===== src/rtl/axi_lite_master.sv =====
// axi_lite_master: AXI4-Lite initiator behind a single-outstanding core
// request port. One read or write is accepted in IDLE and carried through
// the full AXI-Lite handshake. Completion is signalled by a one-cycle
// req_ready pulse carrying the response code and, for reads, the data.
module axi_lite_master #(
  parameter int C_M_AXI_DATA_WIDTH = 64,
  parameter int C_M_AXI_ADDR_WIDTH = 64
) (
  input  logic                              clk,
  input  logic                              rst,

  // Core request port
  input  logic                              req_valid,
  input  logic                              req_wen,
  input  logic                              req_ren,
  input  logic [C_M_AXI_ADDR_WIDTH-1:0]     req_addr,
  input  logic [C_M_AXI_DATA_WIDTH-1:0]     req_wdata,
  input  logic [C_M_AXI_DATA_WIDTH/8-1:0]   req_wmask,
  output logic                              req_ready,
  output logic [C_M_AXI_DATA_WIDTH-1:0]     req_rdata,
  output logic [1:0]                        req_resp,
  output logic                              req_busy,

  // Write address channel
  output logic [C_M_AXI_ADDR_WIDTH-1:0]     M_AXI_AWADDR,
  output logic [2:0]                        M_AXI_AWPROT,
  output logic                              M_AXI_AWVALID,
  input  logic                              M_AXI_AWREADY,

  // Write data channel
  output logic [C_M_AXI_DATA_WIDTH-1:0]     M_AXI_WDATA,
  output logic [C_M_AXI_DATA_WIDTH/8-1:0]   M_AXI_WSTRB,
  output logic                              M_AXI_WVALID,
  input  logic                              M_AXI_WREADY,

  // Write response channel
  input  logic [1:0]                        M_AXI_BRESP,
  input  logic                              M_AXI_BVALID,
  output logic                              M_AXI_BREADY,

  // Read address channel
  output logic [C_M_AXI_ADDR_WIDTH-1:0]     M_AXI_ARADDR,
  output logic [2:0]                        M_AXI_ARPROT,
  output logic                              M_AXI_ARVALID,
  input  logic                              M_AXI_ARREADY,

  // Read data channel
  input  logic [C_M_AXI_DATA_WIDTH-1:0]     M_AXI_RDATA,
  input  logic [1:0]                        M_AXI_RRESP,
  input  logic                              M_AXI_RVALID,
  output logic                              M_AXI_RREADY
);

  localparam int DW = C_M_AXI_DATA_WIDTH;
  localparam int AW = C_M_AXI_ADDR_WIDTH;
  localparam int SW = C_M_AXI_DATA_WIDTH / 8;

  typedef enum logic [2:0] {
    S_IDLE,
    S_WRITE,
    S_WRESP,
    S_RADDR,
    S_RDATA,
    S_DONE
  } state_e;

  state_e          state_q;

  // Latched request; drives the AXI payload for the whole transaction so
  // address/data stay stable while the corresponding VALID is high.
  logic [AW-1:0]   addr_q;
  logic [DW-1:0]   wdata_q;
  logic [SW-1:0]   wstrb_q;

  // Registered channel handshake outputs
  logic            awvalid_q;
  logic            wvalid_q;
  logic            bready_q;
  logic            arvalid_q;
  logic            rready_q;

  // Per-channel completion flags for the independent AW and W channels
  logic            aw_done_q;
  logic            w_done_q;
  logic            aw_done_d;
  logic            w_done_d;

  // Core-side results
  logic            req_ready_q;
  logic [DW-1:0]   rdata_q;
  logic [1:0]      resp_q;

  // Fold a handshake happening this cycle into the done flags, so a write
  // can leave WRITE in the same cycle its last channel completes.
  always_comb begin
    aw_done_d = aw_done_q | (awvalid_q & M_AXI_AWREADY);
    w_done_d  = w_done_q  | (wvalid_q  & M_AXI_WREADY);
  end

  // Transaction sequencer: state, latched request, handshake outputs, results.
  // NOTE: every register here uses <= so all of them update from the same
  // pre-edge values; a blocking '=' would let later lines see new values.
  always_ff @(posedge clk) begin
    if (rst) begin
      state_q     <= S_IDLE;
      addr_q      <= '0;
      wdata_q     <= '0;
      wstrb_q     <= '0;
      awvalid_q   <= 1'b0;
      wvalid_q    <= 1'b0;
      bready_q    <= 1'b0;
      arvalid_q   <= 1'b0;
      rready_q    <= 1'b0;
      aw_done_q   <= 1'b0;
      w_done_q    <= 1'b0;
      req_ready_q <= 1'b0;
      rdata_q     <= '0;
      resp_q      <= 2'b00;
    end else begin
      // Completion is a pulse: only the entry into DONE raises it.
      req_ready_q <= 1'b0;

      unique case (state_q)
        S_IDLE: begin
          if (req_valid && (req_wen || req_ren)) begin
            addr_q  <= req_addr;
            wdata_q <= req_wdata;
            wstrb_q <= req_wmask;
            if (req_wen) begin
              // Write wins when both request bits are set.
              awvalid_q <= 1'b1;
              wvalid_q  <= 1'b1;
              state_q   <= S_WRITE;
            end else begin
              arvalid_q <= 1'b1;
              state_q   <= S_RADDR;
            end
          end
        end

        S_WRITE: begin
          aw_done_q <= aw_done_d;
          w_done_q  <= w_done_d;
          if (aw_done_d) begin
            awvalid_q <= 1'b0;
          end
          if (w_done_d) begin
            wvalid_q <= 1'b0;
          end
          if (aw_done_d && w_done_d) begin
            aw_done_q <= 1'b0;
            w_done_q  <= 1'b0;
            bready_q  <= 1'b1;
            state_q   <= S_WRESP;
          end
        end

        S_WRESP: begin
          if (M_AXI_BVALID) begin
            resp_q      <= M_AXI_BRESP;
            bready_q    <= 1'b0;
            req_ready_q <= 1'b1;
            state_q     <= S_DONE;
          end
        end

        S_RADDR: begin
          if (M_AXI_ARREADY) begin
            arvalid_q <= 1'b0;
            rready_q  <= 1'b1;
            state_q   <= S_RDATA;
          end
        end

        S_RDATA: begin
          if (M_AXI_RVALID) begin
            rdata_q     <= M_AXI_RDATA;
            resp_q      <= M_AXI_RRESP;
            rready_q    <= 1'b0;
            req_ready_q <= 1'b1;
            state_q     <= S_DONE;
          end
        end

        S_DONE: begin
          state_q <= S_IDLE;
        end

        default: begin
          state_q <= S_IDLE;
        end
      endcase
    end
  end

  // Core-side outputs
  assign req_ready     = req_ready_q;
  assign req_rdata     = rdata_q;
  assign req_resp      = resp_q;
  assign req_busy      = (state_q != S_IDLE);

  // AXI outputs: payload from the latched request, protection fixed to
  // unprivileged/secure/data.
  assign M_AXI_AWADDR  = addr_q;
  assign M_AXI_AWPROT  = 3'b000;
  assign M_AXI_AWVALID = awvalid_q;
  assign M_AXI_WDATA   = wdata_q;
  assign M_AXI_WSTRB   = wstrb_q;
  assign M_AXI_WVALID  = wvalid_q;
  assign M_AXI_BREADY  = bready_q;
  assign M_AXI_ARADDR  = addr_q;
  assign M_AXI_ARPROT  = 3'b000;
  assign M_AXI_ARVALID = arvalid_q;
  assign M_AXI_RREADY  = rready_q;

endmodule


===== config.mk =====
export PLATFORM = sky130hd
export DESIGN_NAME = axi_lite_master
export DESIGN_NICKNAME = d
export VERILOG_FILES = /design/src/rtl/axi_lite_master.sv
export SDC_FILE = /design/constraint.sdc
export NUM_CORES = 1
export LEC_CHECK = 0
export CAP_MARGIN = 30
export CORE_AREA = 4 4 191 193
export DETAILED_ROUTE_END_ITERATION = 8
export DIE_AREA = 0 0 195 197
export DONT_BUFFER_PORTS = 1
export PLACE_DENSITY = 0.45
export SETUP_SLACK_MARGIN = 0.3
export SLEW_MARGIN = 20
export SYNTH_ARGS = -nofsm -noshare
export SYNTH_HDL_FRONTEND = slang
export SYNTH_SLANG_ARGS = --single-unit

===== constraint.sdc =====
create_clock -name clk -period 2.7 [get_ports clk]
set_input_delay 0.135 -clock clk [delete_from_list [all_inputs] [get_ports clk]]
set_output_delay 0.135 -clock clk [all_outputs]
set_load 0.01 [all_outputs]

==> impl_metrics.toml, run 1 <==
[clock_tree]
clkLatencyLatePin_ns = 0.53
clk_pin_slew_worst_paths_ns = 0.06
cts_tree = "done"
cts.sinks = 213
numCtsBuffers = 25
root_buffer = "clkbuf_16"
clockBufferDepth = 3
htreeDepth = 1

[sta]
slew_viol_final = 0
rsz0062_at_grt = "true"
slew_headroom_pct = 57.6
finalHoldViolCount = 0
fin_skew_ns = 0.00912
worst_slack_ns = 0.410
period_needed_ns = 2.29
worst-slew-pin-transition_ns = 0.635
finalSetupViolations = 0
worst_hold_slack_ns = 0.0417
fin_tns_setup_ns = 0
period_share_pct = 84.8
fmax_mhz = 437

[die]
die_w_um = 195
ioPinCount = 493
core_sq_um = 34500
start_util_pct = 23.2
num_rows = 68
dieHeight_um = 197
die_area_sq_um = 38400

[final_layout]
drive_gt1_share_pct = 5.37
instances_no_fill = 1646
antennaDiodeCount = 0
area_growth_syn_to_layout_pct = 40.8
nets = 1386

[synth]
synth_cells = 1018
netlist_top_cells_count = "407 x nand2_1, 213 x dfxtp_1, 204 x a21oi_1, 71 x buf_4"
synthArstFlopShare_pct = 0
synth_area_leaders = "dfxtp_1 53%, nand2_1 19%, a21oi_1 13%"
synth_largest_area_cell = "dfxtp_1"
synth.distinct_cells = 31
post_synth.cell_area_avg_sq_um = 7.89
netlist_area_sq_um = 8030
yosys_warnings = 0
yosysMostFrequentCell = "nand2_1"
synth-main-ff-cell = "dfxtp_1"
synth_top_area_share_pct = 53.1
ys_ff_latch = 213
yosysSeqAreaShare_pct = 53.1
synth-edff-count = 0

[global_routing]
antenna_found_initial = 2
grt_usage_pct = 13.2
globalRouteOverflowTotal = 0
grt_pass1_wl_um = 41800
grt_max_degree = 131
grt_pass1_vias = 7364

[power]
power.total_mw = 9.31
ir_drop_v = 0.000421
leakage_nw = 4.24
power.density_nw_per_um2 = 824

[detailed_routing]
wl_per_cell_um = 17.5
routed_wl_um = 28800
ant_nets = 0
post_drt_via_cell_ratio = 4.46
drc = 0
vias = 7347
drtIter0Drc = 281
dr.pass1.iters = 4

[worst_setup_path]
arrival_ns = 2.76
path_cells = "or3_4 -> nor2_4 -> buf_4 -> clkbuf_16 -> nand2_1 -> a21oi_1 -> dlygate4sd3_1"
cpMaxStageDelayCell = "dlygate4sd3_1"
endpoint_kind = "flip-flop"
crit_fanout = 28
cp_data_required_time_ns = 3.17
slowest_delay_ns = 0.56
reg2reg_depth = 7
critPathKind = "reg2reg"
cp-start-kind = "flip-flop"

[status]
status = "finished clean"

[min_path]
holdPathStages = 2
hp-class = "in2reg"

[placement]
place.gp.congestion = 0.790
place_inst = 1348
io_buffer_count = 0
place_ws_ns = 0.725
dpl.hpwl_um = 17500

[job]
cap_violations = 0
## kinds of logic after synthesis
logic type,count (synthesis),share of synthesized area [%]
simple gates,439,21.4
compound gates,220,14.1
flops,213,53.1
buf+inv,141,10.9
mux,3,0.374
xor+xnor,1,0.109
other cells,1,0.0467
## cells in the final DEF, fill, tap and decap left out, drive strengths merged, types with 5 or more instances in the layout
cell,count
a211oi,5
a21oi,204
buf,14
clkbuf,36
clkinv,5
conb,6
dfxtp,213
dlygate4sd3,246
nand2,407
nor2,9
nor2b,5
nor3,5
## power breakdown
part           total, mW  leakage (nW)  switching [mW]  internal (mW)
clock network       3.50         0.423            1.33           2.18
registers           4.16          1.73           0.637           3.52
logic               1.65          2.09           0.943          0.712
## sequential cells by signal, summed over array words and instances, names as in the netlist
register,count
M_AXI_ARADDR,64
M_AXI_WVALID,1
M_AXI_WDATA,64
M_AXI_AWVALID,1
M_AXI_BREADY,1
w_done_q,1
req_resp,2
state_q,3
req_ready,1
M_AXI_WSTRB,8
M_AXI_RREADY,1
aw_done_q,1
req_rdata,64
M_AXI_ARVALID,1
## layout make-up
class | instances | area [sq um]
tap | 455 | 569
clock inverter | 11 | 163
timing repair buffer | 261 | 2670
sequential | 213 | 4270
clock buffer | 35 | 693
fill | 3607 | 23200
multi-input combinational | 670 | 2940
inverter | 1 | 3.75
## routing by layer
metal,vias to the layer above,GRT usage (%),share of wire (%)
li1,3513,-,-
met1,3410,14.4,37
met2,361,23.5,51
met3,63,5.01,9.8
met4,0,4.63,3.1
met5,-,0,0
## worst max-delay path, delay by kind of cell, from the launching register on
| kind | cells | cell delay (ns) |
|---|---|---|
| simple gates | 3 | 0.74 |
| compound gates | 1 | 0.13 |
| buf+inv | 3 | 0.90 |
| flops | 1 | 0.46 |
## stage by stage
stage	cell area [sq um]	utilization (%)
global route	11300	32.7
detailed placement	7890	22.8
floorplan	8050	-
global placement	7890	22.8
CTS	11200	32.5
finish	11300	32.7
## path summary, 6_finish.rpt
path | startpoint | to | slack, ns
setup / recovery | state_q[1]$_SDFFE_PP0P_ | M_AXI_ARADDR[10]$_SDFFE_PP0P_ | 0.41
hold / removal | rst | M_AXI_ARADDR[1]$_SDFFE_PP0P_ | 0.04
setup reg to reg | state_q[1]$_SDFFE_PP0P_ | M_AXI_ARADDR[10]$_SDFFE_PP0P_ | 0.41
hold reg to reg | M_AXI_WDATA[55]$_SDFFE_PP0P_ | M_AXI_WDATA[55]$_SDFFE_PP0P_ | 0.51
## timing repair
action	in CTS	in global routing
gates resized for setup	0	7
buffers inserted	0	2
hold buffers	247	0
endpoints found under the setup margin	0	74
endpoints found under the hold margin	213	0
No activity file was read; power rests on OpenSTA's default activity.
==> run 2, diff against run 1 <==
--- a/config.mk
+++ b/config.mk
@@ -5,10 +5,11 @@
 export SDC_FILE = /design/constraint.sdc
 export NUM_CORES = 1
 export LEC_CHECK = 0
+export ABC_AREA = 1
 export CAP_MARGIN = 30
-export CORE_AREA = 4 4 191 193
+export CORE_AREA = 4 4 192 194
 export DETAILED_ROUTE_END_ITERATION = 8
-export DIE_AREA = 0 0 195 197
+export DIE_AREA = 0 0 196 198
 export DONT_BUFFER_PORTS = 1
 export PLACE_DENSITY = 0.45
 export SETUP_SLACK_MARGIN = 0.3
==> constraint.sdc (replaced) <==
create_clock -name clk -period 2.33 [get_ports clk]
set_input_delay 0.1165 -clock clk [delete_from_list [all_inputs] [get_ports clk]]
set_output_delay 0.1165 -clock clk [all_outputs]
set_load 0.01 [all_outputs]
==> run 2 against run 1 <==
Register-to-register slack improved by 0.04 ns. Combinational power increased by 80%. Core utilization is 0.071 points higher. Fmax increased by 22%. Synthesized area increased by 0.92%. Critical path depth did not move. Clock-buffer cell count increased by 1. Flip-flop and latch count stayed put. Worst hold slack got worse by 0.014 ns. Sequential power grew 38%. Routed wire length fell by 1.3%. Cell area up 2.2%. Critical endpoint is now req_rdata[7]$_SDFFE_PP0P_. Largest power group unchanged.
==> impl_metrics.toml, run 2 <==
[status]
status = "finished clean"

[clock_tree]
cts_tree = "done"
htreeDepth = 1
cts.sinks = 213
clockBufferDepth = 3
clk_pin_slew_worst_paths_ns = 0.06
numCtsBuffers = 24
clkLatencyLatePin_ns = 0.53
root_buffer = "clkbuf_16"

[detailed_routing]
dr.pass1.iters = 5
routed_wl_um = 28400
wl_per_cell_um = 16.6
ant_nets = 0
drtIter0Drc = 387
drc = 0
vias = 7399
post_drt_via_cell_ratio = 4.33

[die]
dieHeight_um = 198
core_sq_um = 35200
die_area_sq_um = 38800
num_rows = 69
ioPinCount = 493
start_util_pct = 23.0
die_w_um = 196

[sta]
fin_skew_ns = 0.00726
period_needed_ns = 1.88
rsz0062_at_grt = "false"
slew_viol_final = 0
finalHoldViolCount = 0
period_share_pct = 80.5
fmax_mhz = 533
fin_tns_setup_ns = 0
finalSetupViolations = 0
worst-slew-pin-transition_ns = 0.563
slew_headroom_pct = 62.4

[placement]
place.gp.congestion = 0.751
dpl.hpwl_um = 18000
placed_cell_area_sq_um = 7950
io_buffer_count = 0

[synth]
netlist_area_sq_um = 8100
synth_top_area_share_pct = 52.6
ys_ff_latch = 213
netlist_top_cells_count = "288 x nor2_1, 213 x dfxtp_1, 152 x nand2_1, 129 x o21ai_1, 90 x buf_4"
yosys_warnings = 0
post_synth.cell_area_avg_sq_um = 7.76
synth.distinct_cells = 21
synth_area_leaders = "dfxtp_1 53%, nor2_1 13%, buf_4 8.3%"
synthArstFlopShare_pct = 0
synth_cells = 1044
synth-edff-count = 0
synth-main-ff-cell = "dfxtp_1"
yosysMostFrequentCell = "nor2_1"
synth_largest_area_cell = "dfxtp_1"
yosysSeqAreaShare_pct = 52.6

[final_layout]
layout_commonest_cell = "nor2_1"
fillerInstances = 3603
area_growth_syn_to_layout_pct = 42.5
drive_gt1_share_pct = 4.74
final_util_pct = 32.8
finalInstanceArea_sq_um = 11500
nets = 1444
final_cell_mix = "288 x nor2_1, 277 x dlygate4sd3_1, 211 x dfxtp_1"

[global_routing]
grt_max_degree = 105
antenna_found_initial = 2
grt_pass1_vias = 7589
grt_pass1_wl_um = 42300
grt_usage_pct = 13.4
globalRouteOverflowTotal = 0

[worst_setup_path]
endpoint_kind = "flip-flop"
critPathKind = "reg2reg"
regToRegStartpoint = "state_q[1]$_SDFFE_PP0P_"
cp-start-kind = "flip-flop"
r2r_slack_ns = 0.45
r2r-end = "req_rdata[7]$_SDFFE_PP0P_"
crit_fanout = 25
reg2reg_depth = 7
cp_data_required_time_ns = 2.80
arrival_ns = 2.34

[power]
power.density_nw_per_um2 = 1060
leakage_nw = 4.80
power.total_mw = 12.3
ir_drop_v = 0.000652

[min_path]
hp-class = "in2reg"
holdPathStages = 6
hp-start = "req_valid"
whs_endpoint = "M_AXI_ARVALID$_SDFFE_PP0P_"

[job]
cap_violations = 0
## run 2: cell types whose count changed after synthesis, moves of 5 or more
| cell | previous run | this run |
|---|---|---|
| nor2_1 | 9 | 288 |
| nor2b_1 | 5 | 0 |
| buf_4 | 71 | 90 |
| clkbuf_1 | 32 | 27 |
| o21ai_0 | 3 | 16 |
| nand2_1 | 407 | 152 |
| a21oi_1 | 204 | 71 |
| buf_2 | 32 | 15 |
| a211oi_1 | 5 | 0 |
| o21ai_1 | 0 | 129 |
| nand3_1 | 1 | 8 |
| inv_1 | 1 | 15 |
## run 2: worst max path at each step
stage / from / endpoint / slack, ns
5_1_grt: state_q[0]$_SDFFE_PP0P_ / req_resp[0]$_SDFFE_PP0P_ / 0.33
3_3_place_gp: state_q[2]$_SDFFE_PP0P_ / M_AXI_ARADDR[35]$_SDFFE_PP0P_ / 0.57
4_1_cts: state_q[1]$_SDFFE_PP0P_ / req_resp[1]$_SDFFE_PP0P_ / 0.34
2_1_floorplan: state_q[2]$_SDFFE_PP0P_ / M_AXI_WDATA[32]$_SDFFE_PP0P_ / 0.97
3_5_place_dp: state_q[0]$_SDFFE_PP0P_ / M_AXI_AWVALID$_SDFFE_PP0P_ / 0.49
6_report: state_q[1]$_SDFFE_PP0P_ / req_rdata[7]$_SDFFE_PP0P_ / 0.45
## run 2: timing repair
| item | in CTS | in global routing |
|---|---|---|
| hold buffers | 278 | 0 |
| resized for setup | 0 | 6 |
| setup endpoints to repair | 0 | 59 |
| setup buffers | 0 | 2 |
| hold endpoints to repair | 212 | 0 |
## run 2: worst max-delay path, cell delays in order, from the launching register on
cell and delay, ns:
dfxtp_2 0.35, nor2_4 0.17, nand3_4 0.15, inv_4 0.12
buf_6 0.21, nand2_1 0.09, a21oi_1 0.15, dlygate4sd3_1 0.57
## run 2: metal layers
metal  track usage, %  wire (um)  vias up
met5                0          0        -
met1             14.1      10400     3358
li1                 -          -     3634
met3             4.71       2560       60
met2             24.1      14400      347
met4             5.74       1070        0
## run 2: layout make-up
type                       instances  area [sq um]  area share, %
inverter                          17          73.8          0.639
clock buffer                      36           717           6.21
timing repair buffer             292          2990           25.9
multi-input combinational        682          2900           25.1
sequential                       213          4270           36.9
tap                              461           577           4.99
antenna                            3          7.51         0.0650
clock inverter                     4          20.0          0.173
## run 2: stage by stage
stage	setup WS [ns]	std cells	hold WS, ns
after floorplan	0.967	1049	0.251
after global placement	0.566	1384	0.191
after detailed placement	0.486	1384	0.193
after CTS	0.340	1702	0.00326
after global routing	0.331	1707	0.0733
final	0.454	1708	0.0277
## run 2: cell families (layout without fill, tap and decap cells)
group	count (synthesis)	after routing	share of synthesized area (%)
flops	213	213	52.6
buf+inv	154	349	12.0
other cells	1	9	0.0463
compound gates	220	220	13.7
simple gates	456	456	21.7
## run 2: power by group
group	internal (mW)	switching [mW]
Sequential	4.45	1.27
Clock	2.10	1.48
Combinational	1.20	1.77
